[src/rtl/cdiv.sv]
// Sequential complex divider Q = A*conj(B)/|B|^2 on packed {re, im} signed halves.
// Optional CDIV_SAT_EN: clamp each result component instead of wrapping to H bits.
module cdiv #(
  parameter int WIDTH = 8
) (
  input  logic             clk,
  input  logic             rst_n,
  input  logic             start,
  input  logic [WIDTH-1:0] A,
  input  logic [WIDTH-1:0] B,
  output logic             busy,
  output logic             ready,
  output logic             div_by_zero,
  output logic [WIDTH-1:0] quot
);
  localparam int H  = WIDTH / 2;
  localparam int W2 = 2 * H;
  localparam int WN = W2 + 1;
  localparam int CW = $clog2(WN + 1);
`ifdef CDIV_SAT_EN
  localparam logic [WN-1:0] MAGP = WN'((1 << (H - 1)) - 1);
  localparam logic [WN-1:0] MAGN = WN'(1 << (H - 1));
`endif

  typedef enum logic [2:0] {S_IDLE, S_MUL, S_SUM, S_DIV, S_FIX, S_DONE} state_t;

  state_t                  state_q, state_d;
  logic [CW-1:0]           cnt_q, cnt_d;
  logic [WIDTH-1:0]        a_q, b_q;
  logic [5:0][W2-1:0]      prod_q;
  logic [1:0][WN-1:0]      num_q, rem_q, num_d, rem_d;
  logic [1:0][WN:0]        trial;
  logic [WN-1:0]           den_q;
  logic [1:0]              neg_q;
  logic                    zero_q, dbz_q;
  logic [WIDTH-1:0]        quot_q;

  logic [H-1:0]            op_a, op_b, op_c, op_d, mx, my;
  logic [W2-1:0]           mp;
  logic [WN-1:0]           nr, ni, den, nr_mag, ni_mag;
  logic [1:0][H-1:0]       res;

  assign op_a = a_q[WIDTH-1:H];
  assign op_b = a_q[H-1:0];
  assign op_c = b_q[WIDTH-1:H];
  assign op_d = b_q[H-1:0];

  // One shared multiplier; product order is ac, bd, bc, ad, cc, dd.
  always_comb begin
    mx = op_d;
    my = op_d;
    case (cnt_q)
      CW'(0): begin mx = op_a; my = op_c; end
      CW'(1): begin mx = op_b; my = op_d; end
      CW'(2): begin mx = op_b; my = op_c; end
      CW'(3): begin mx = op_a; my = op_d; end
      CW'(4): begin mx = op_c; my = op_c; end
      default: ;
    endcase
  end
  // Sign-extended operands: the low W2 bits of the product are the exact signed result.
  assign mp = {{H{mx[H-1]}}, mx} * {{H{my[H-1]}}, my};

  assign nr     = {prod_q[0][W2-1], prod_q[0]} + {prod_q[1][W2-1], prod_q[1]};
  assign ni     = {prod_q[2][W2-1], prod_q[2]} - {prod_q[3][W2-1], prod_q[3]};
  assign den    = {1'b0, prod_q[4]} + {1'b0, prod_q[5]};
  assign nr_mag = nr[WN-1] ? (~nr + 1'b1) : nr;
  assign ni_mag = ni[WN-1] ? (~ni + 1'b1) : ni;

  // Restoring step: quotient bits shift into num from the LSB as dividend bits leave the MSB.
  always_comb begin
    trial = '0;
    num_d = num_q;
    rem_d = rem_q;
    for (int i = 0; i < 2; i++) begin
      trial[i] = {rem_q[i], num_q[i][WN-1]};
      if (trial[i] >= {1'b0, den_q}) begin
        rem_d[i] = trial[i][WN-1:0] - den_q;
        num_d[i] = {num_q[i][WN-2:0], 1'b1};
      end else begin
        rem_d[i] = trial[i][WN-1:0];
        num_d[i] = {num_q[i][WN-2:0], 1'b0};
      end
    end
  end

  always_comb begin
    res = '0;
    for (int i = 0; i < 2; i++) begin
`ifdef CDIV_SAT_EN
      if (!neg_q[i])
        res[i] = (num_q[i] > MAGP) ? {1'b0, {(H-1){1'b1}}} : num_q[i][H-1:0];
      else
        res[i] = (num_q[i] > MAGN) ? {1'b1, {(H-1){1'b0}}} : (~num_q[i][H-1:0] + 1'b1);
`else
      res[i] = neg_q[i] ? (~num_q[i][H-1:0] + 1'b1) : num_q[i][H-1:0];
`endif
    end
  end

  always_comb begin
    state_d = state_q;
    cnt_d   = cnt_q;
    case (state_q)
      S_IDLE: if (start) begin state_d = S_MUL; cnt_d = '0; end
      S_MUL: begin
        cnt_d = cnt_q + 1'b1;
        if (cnt_q == CW'(5)) state_d = S_SUM;
      end
      S_SUM: begin state_d = S_DIV; cnt_d = '0; end
      S_DIV: begin
        cnt_d = cnt_q + 1'b1;
        if (cnt_q == CW'(WN - 1)) state_d = S_FIX;
      end
      S_FIX:   state_d = S_DONE;
      S_DONE:  state_d = S_IDLE;
      default: state_d = S_IDLE;
    endcase
  end

  always_ff @(posedge clk) begin
    if (!rst_n) begin
      state_q <= S_IDLE;
      cnt_q   <= '0;
      a_q     <= '0;
      b_q     <= '0;
      prod_q  <= '0;
      num_q   <= '0;
      rem_q   <= '0;
      den_q   <= '0;
      neg_q   <= '0;
      zero_q  <= 1'b0;
      dbz_q   <= 1'b0;
      quot_q  <= '0;
    end else begin
      state_q <= state_d;
      cnt_q   <= cnt_d;
      if (state_q == S_IDLE && start) begin
        a_q   <= A;
        b_q   <= B;
        dbz_q <= 1'b0;
      end
      if (state_q == S_MUL)
        for (int k = 0; k < 6; k++)
          if (cnt_q == CW'(k)) prod_q[k] <= mp;
      if (state_q == S_SUM) begin
        num_q  <= {ni_mag, nr_mag};
        rem_q  <= '0;
        den_q  <= den;
        neg_q  <= {ni[WN-1], nr[WN-1]};
        zero_q <= (den == '0);
      end
      // A zero divisor still walks the DIV cycles; FIX then forces the result.
      if (state_q == S_DIV) begin
        num_q <= num_d;
        rem_q <= rem_d;
      end
      if (state_q == S_FIX) begin
        quot_q <= zero_q ? '0 : {res[0], res[1]};
        dbz_q  <= zero_q;
      end
    end
  end

  assign busy        = (state_q != S_IDLE) && (state_q != S_DONE);
  assign ready       = (state_q == S_DONE);
  assign div_by_zero = dbz_q;
  assign quot        = quot_q;
endmodule

[config.mk]
export PLATFORM = sky130hd
export DESIGN_NAME = cdiv
export DESIGN_NICKNAME = d
export VERILOG_FILES = /design/src/rtl/cdiv.sv
export SDC_FILE = /design/constraint.sdc
export NUM_CORES = 1
export LEC_CHECK = 0
export BUFFER_PORTS_ARGS = -buffer_cell sky130_fd_sc_hd__buf_2
export CAP_MARGIN = 20
export CORE_AREA = 2 2 124 114
export CTS_CLUSTER_SIZE = 30
export DETAILED_ROUTE_END_ITERATION = 6
export DIE_AREA = 0 0 126 116
export GPL_TIMING_DRIVEN = 1
export PLACE_DENSITY = 0.77
export SLEW_MARGIN = 20
export SYNTH_ARGS = -nofsm -noshare
export SYNTH_HDL_FRONTEND = slang
export SYNTH_SLANG_ARGS = --single-unit
[constraint.sdc]
create_clock -name clk -period 8.2 [get_ports clk]
set_input_delay 1.64 -clock clk [delete_from_list [all_inputs] [get_ports clk]]
set_output_delay 1.64 -clock clk [all_outputs]
set_load 0.01 [all_outputs]
* After elaboration in Yosys (flattened, before gate mapping)
Index checks and enable logic that the tools add are counted.
Cells by class: multiplexer cells 23, reduce and logical (&&, ||, !) cells 21, equality and inequality tests 15, order comparisons 2, bitwise operators 4, multiply operators 1, $add $sub $neg 10
Operators with widths (number):
- two-way mux 18 bit | 4
- two-way mux 9 bit | 4
- one-hot mux 4 bit (3 select lines) | 2
- greater-or-equal comparator 10 x 9 -> 1 bit | 2
- adder 8 x 8 -> 9 bit | 2
- adder 9 x 1 -> 9 bit, second input constant | 2
- inverter 9 bit | 2
- subtractor 9 bit | 2
- two-way mux 4 bit | 4
- one-hot mux 3 bit (5 select lines) | 1
- AND reduction 2 bit | 7
- adder 4 x 1 -> 4 bit, second input constant | 3
- zero test 9 bit | 1
- two-way mux 3 bit | 3
- subtractor 8 x 8 -> 9 bit | 1
- == test 4 x 2 -> 1 bit, second input constant | 2
- == test 4 x 3 -> 1 bit, second input constant | 2
- multiplier 4 x 4 -> 8 bit | 1
- two-way mux 8 bit | 1
- inverter 4 bit | 2
- == test 3 x 2 -> 1 bit, second input constant | 2
- == test 3 bit, second input constant | 2
- != test 2 bit, second input constant | 3
- nonzero test 3 bit | 2
- other kinds (12) | 19
Word-level totals: bits in registers 128

* Depth between registers and ports, before layout
word-level depth 6, mapped depth 24

* Least setup slack after synthesis
Ideal clock, no wire load.
path kind reg2reg, start point register cnt_q[0], end point register prod_q[31] (netlist bit), clock period less this slack 4677 ps, setup slack 3523 ps, cell stages (with the launch flop) 24, buffers on the path 2, required time 8124 ps, data arrival time 4601 ps, cells stage by stage dfxtp_1 -> inv_1 -> ha_1 -> buf_2 -> nor3_1 -> o21ai_0 -> nand2_1 -> a222oi_1 -> clkbuf_1 -> nand2_1 -> fa_1 -> fa_1 -> fa_1 -> inv_1 -> ha_1 -> inv_1 -> fa_1 -> inv_1 -> a21o_1 -> a21oi_1 -> xnor2_1 -> xnor2_1 -> nand2_1 -> o21ai_0
On the way: word-level cells in the longest chain between the ends 4, elaborated cells between the ends (all ways) 12, classes of those cells 1 x mul; 4 x eq/ne; 2 x mux; 5 x reduce/logical
RTL lines:
- from (decl) | line 28 | logic [CW-1:0] cnt_q, cnt_d;
- from (signal assigned) | line 137 | cnt_q <= cnt_d;
- == test 4 x 2 -> 1 bit (tied with other cells) | line 52, 145
- OR reduction 2 bit (no line) or OR reduction 3 bit (tied branches)
- one-hot mux 4 bit (3 select lines) or two-way mux 4 bit (tied branches) | line 52 | case (cnt_q)
- multiplier 4 x 4 -> 8 bit | line 62 | assign mp = {{H{mx[H-1]}}, mx} * {{H{my[H-1]}}, my};
- to (signal, indexed assignment) | line 145 | if (cnt_q == CW'(k)) prod_q[k] <= mp;
- to (decl) | line 30 | logic [5:0][W2-1:0] prod_q;
Several ways; a longest one is shown, not always the timed one. A chain may end at the register's enable or synchronous reset.

* Final worst setup path
start point register cnt_q[0], end point register prod_q[15] (netlist bit)
On the way: word-level cells in the longest chain between the ends 4, elaborated cells between the ends (all ways) 12, classes of those cells 1 x mul; 4 x eq/ne; 2 x mux; 5 x reduce/logical
RTL lines (line):
- == test 4 x 2 -> 1 bit (tied with other cells) | 52
- OR reduction 2 bit (no line) or OR reduction 3 bit (tied branches)
- one-hot mux 4 bit (3 select lines) or two-way mux 4 bit (tied branches) | 52
- multiplier 4 x 4 -> 8 bit | 62
Several ways; a longest one is shown, not always the timed one.

==> results.json <==
{
  "crit_top_cell": "fa_1",
  "antenna_found_initial": 0,
  "dpl.hpwl_um": 12970,
  "grt_overflow": 0,
  "dr.pass1.iters": 5,
  "cpLargestDelayFamily": "adder cells",
  "clockRootBuffer": "clkbuf_16",
  "arrival_ps": 6030,
  "synth-seq-area-share": 0.3266,
  "dr.first_iter.drc_count": 589,
  "fin_tns_setup_ps": 0,
  "synthFlopType": "dfxtp_1",
  "synth-seq-cells": 128,
  "yosysWarnings": 0,
  "wirelength_um": 17850,
  "postCtsSetupBuffers": 0,
  "diodes": 0,
  "maxCapViolations": 0,
  "initial_core_util": 0.5938,
  "clock_skew_ps": 5.818,
  "clock_sinks": 128,
  "cp.required_ps": 8540,
  "yosys.cell_types.count": 68,
  "slew_headroom": 0.3136,
  "syn_area_um2": 7846,
  "syn_avg_cell_area_um2": 8.139,
  "crit_type": "register to register",
  "vias": 6609,
  "std_cell_rows": 40,
  "rsz0062_at_grt": "no",
  "fmax_ghz": 0.1757,
  "route.detailed.drc": 0,
  "cts_hold_buf": 0,
  "cts-resized-gates": 0,
  "timing.critical_path.buf_inv": 4,
  "ff_latch_area_um2": 2562,
  "multi_input_area_um2": 4900,
  "min_path_type": "register to register",
  "layout-drive-gt1-share": 0.09082,
  "dieHeight_um": 116,
  "grt_max_degree": 97,
  "gr-usage-all-layers": 0.2544,
  "synth_edf_count": 0,
  "cts.clk_slew.worst_paths_ps": 60,
  "cts.htree.levels": 4,
  "core-area_um2": 13210,
  "r2r_start": "cnt_q[0]",
  "port_buffers": 29,
  "synth_cells": 964,
  "ios": 30,
  "place.gp.congestion": 0.8962,
  "slowest_delay_ps": 700,
  "slowest_stage": "a222oi_1",
  "post_drt_wl_per_cell_um": 15.40,
  "grt_first_pass_wirelength_um": 30070,
  "period_share": 0.6943,
  "ant_nets": 0,
  "via_per_inst": 5.702,
  "cts_buffers": 17,
  "period_minus_slack_ps": 5693,
  "insertion_delay_ps": 420,
  "final_cell_mix": "nand2_1, dfxtp_1, a21oi_1",
  "hold_violations": 0,
  "hold_start": "den_q[3]",
  "fp.dieW_um": 126,
  "place_ws_ps": 2424,
  "outcome": "complete, no violations",
  "synthArstFlopShare": 0,
  "end_kind": "register",
  "finalSetupViolCount": 0,
  "crit_fanout": 12,
  "powerDensity_nw_per_um2": 185.4,
  "fin_ws_ps": 2507,
  "ir_drop_v": 0.0001357,
  "start_kind": "register",
  "dieArea_um2": 14620,
  "clock_path_buffers": 2,
  "reg2reg_slack_ps": 2510,
  "synth.net_count": 1059,
  "fillers": 1126,
  "path_cells": "ha_1 > nor3_1 > o21ai_0 > nand2_1 > a222oi_1 > clkbuf_2 > nand2_1 > fa_1 > fa_1 > fa_1 > inv_1 > ha_1 > inv_1 > fa_1 > inv_1 > a21o_1 > a21oi_1 > xnor2_1 > xnor2_1 > nand2_1 > o21ai_0",
  "crit_start": "cnt_q[0]",
  "leakage_nw": 3.474,
  "area_growth_pct": 10.62,
  "finalNetCount": 1073,
  "cts_tree": "done",
  "grt_pass1_vias": 6280,
  "slew_violations": 0,
  "worst_slew_pin_slew_ps": 1030
}
## cell usage after synthesis, drive strengths merged, types with 5 or more instances
master / n / share of area
a211oi: 9 / 0.0086
a21boi: 5 / 0.0048
a21o: 9 / 0.0086
a21oi: 96 / 0.063
a22oi: 6 / 0.0057
and2: 5 / 0.0040
buf: 15 / 0.0092
clkbuf: 24 / 0.011
dfxtp: 128 / 0.33
fa: 15 / 0.038
ha: 61 / 0.097
inv: 59 / 0.028
mux2i: 37 / 0.048
nand2: 130 / 0.063
nand2b: 8 / 0.0067
nand3: 39 / 0.025
nor2: 88 / 0.046
nor2b: 14 / 0.011
nor3: 27 / 0.017
o211ai: 7 / 0.0067
o21a: 6 / 0.0057
o21ai: 47 / 0.030
o21bai: 7 / 0.0067
o31ai: 9 / 0.0092
or2: 8 / 0.0064
xnor2: 38 / 0.042
xor2: 11 / 0.012
## path summary, 6_finish.rpt
| check | to | depth (start not counted) |
|---|---|---|
| worst min register to register | den_q[3] | 2 |
| worst min-delay path | den_q[3] | 2 |
| worst max-delay path | prod_q[15] | 21 |
| worst max register to register | prod_q[15] | 21 |
## routing by layer
layer  global-route usage  vias to the layer above  share of wire
li1                     -                     3373              -
met1               0.3316                     3061           0.47
met2               0.4262                      151           0.46
met3              0.04755                       24          0.043
met4              0.09231                        0          0.019
met5                    0                        -              0
## sequential cells by signal, summed over array words and instances, names as in the netlist
| signal | flops |
|---|---|
| a_q | 8 |
| b_q | 8 |
| cnt_q | 4 |
| den_q | 9 |
| div_by_zero | 1 |
| neg_q | 2 |
| num_q | 18 |
| prod_q | 48 |
| quot | 8 |
| rem_q | 18 |
| state_q | 3 |
| zero_q | 1 |
## worst register-to-register path: stages (launching register included)
cell and delay, ps:
dfxtp_1 430, ha_1 450, nor3_1 120, o21ai_0 230, nand2_1 120, a222oi_1 700
clkbuf_2 270, nand2_1 90, fa_1 570, fa_1 450, fa_1 470, inv_1 70
ha_1 150, inv_1 50, fa_1 390, inv_1 70, a21o_1 100, a21oi_1 70
xnor2_1 230, xnor2_1 160, nand2_1 180, o21ai_0 230
## stage by stage
step,hold slack (ps),area [µm²],utilization,std cells,power (mW)
finish,453.0,8680,0.6569,1159,1.609
global route,467.0,8680,0.6569,1159,1.665
CTS,454.3,8675,0.6565,1158,1.613
detailed placement,441.4,8069,0.6107,1126,0.8503
global placement,435.9,8069,0.6107,1126,0.8460
floorplan,417.3,7846,-,964,0.8049
## area by class of cell
class,count,area share
repair buffers,34,0.02076
clock inverters,12,0.01831
multi-input cells,738,0.5645
clock buffers,20,0.05146
inverters,59,0.02552
flip-flops and latches,128,0.2952
well taps,168,0.02422
## cell families after synthesis
family / share of synthesized area
adder cells (fa/ha/maj): 0.1355
multiplexers: 0.05342
AO/OA/AOI/OAI: 0.1840
XOR/XNOR: 0.05470
buffers and inverters: 0.04896
AND/OR/NAND/NOR: 0.1968
flip-flops: 0.3266
## report_power, final
| part | switching, mW | internal, mW | leakage, nW |
|---|---|---|---|
| clock | 0.281 | 0.487 | 0.291 |
| combinational | 0.126 | 0.0668 | 2.15 |
| sequential | 0.0129 | 0.636 | 1.03 |
| total | 0.420 | 1.19 | 3.47 |
(Power assumes the default switching activity.)
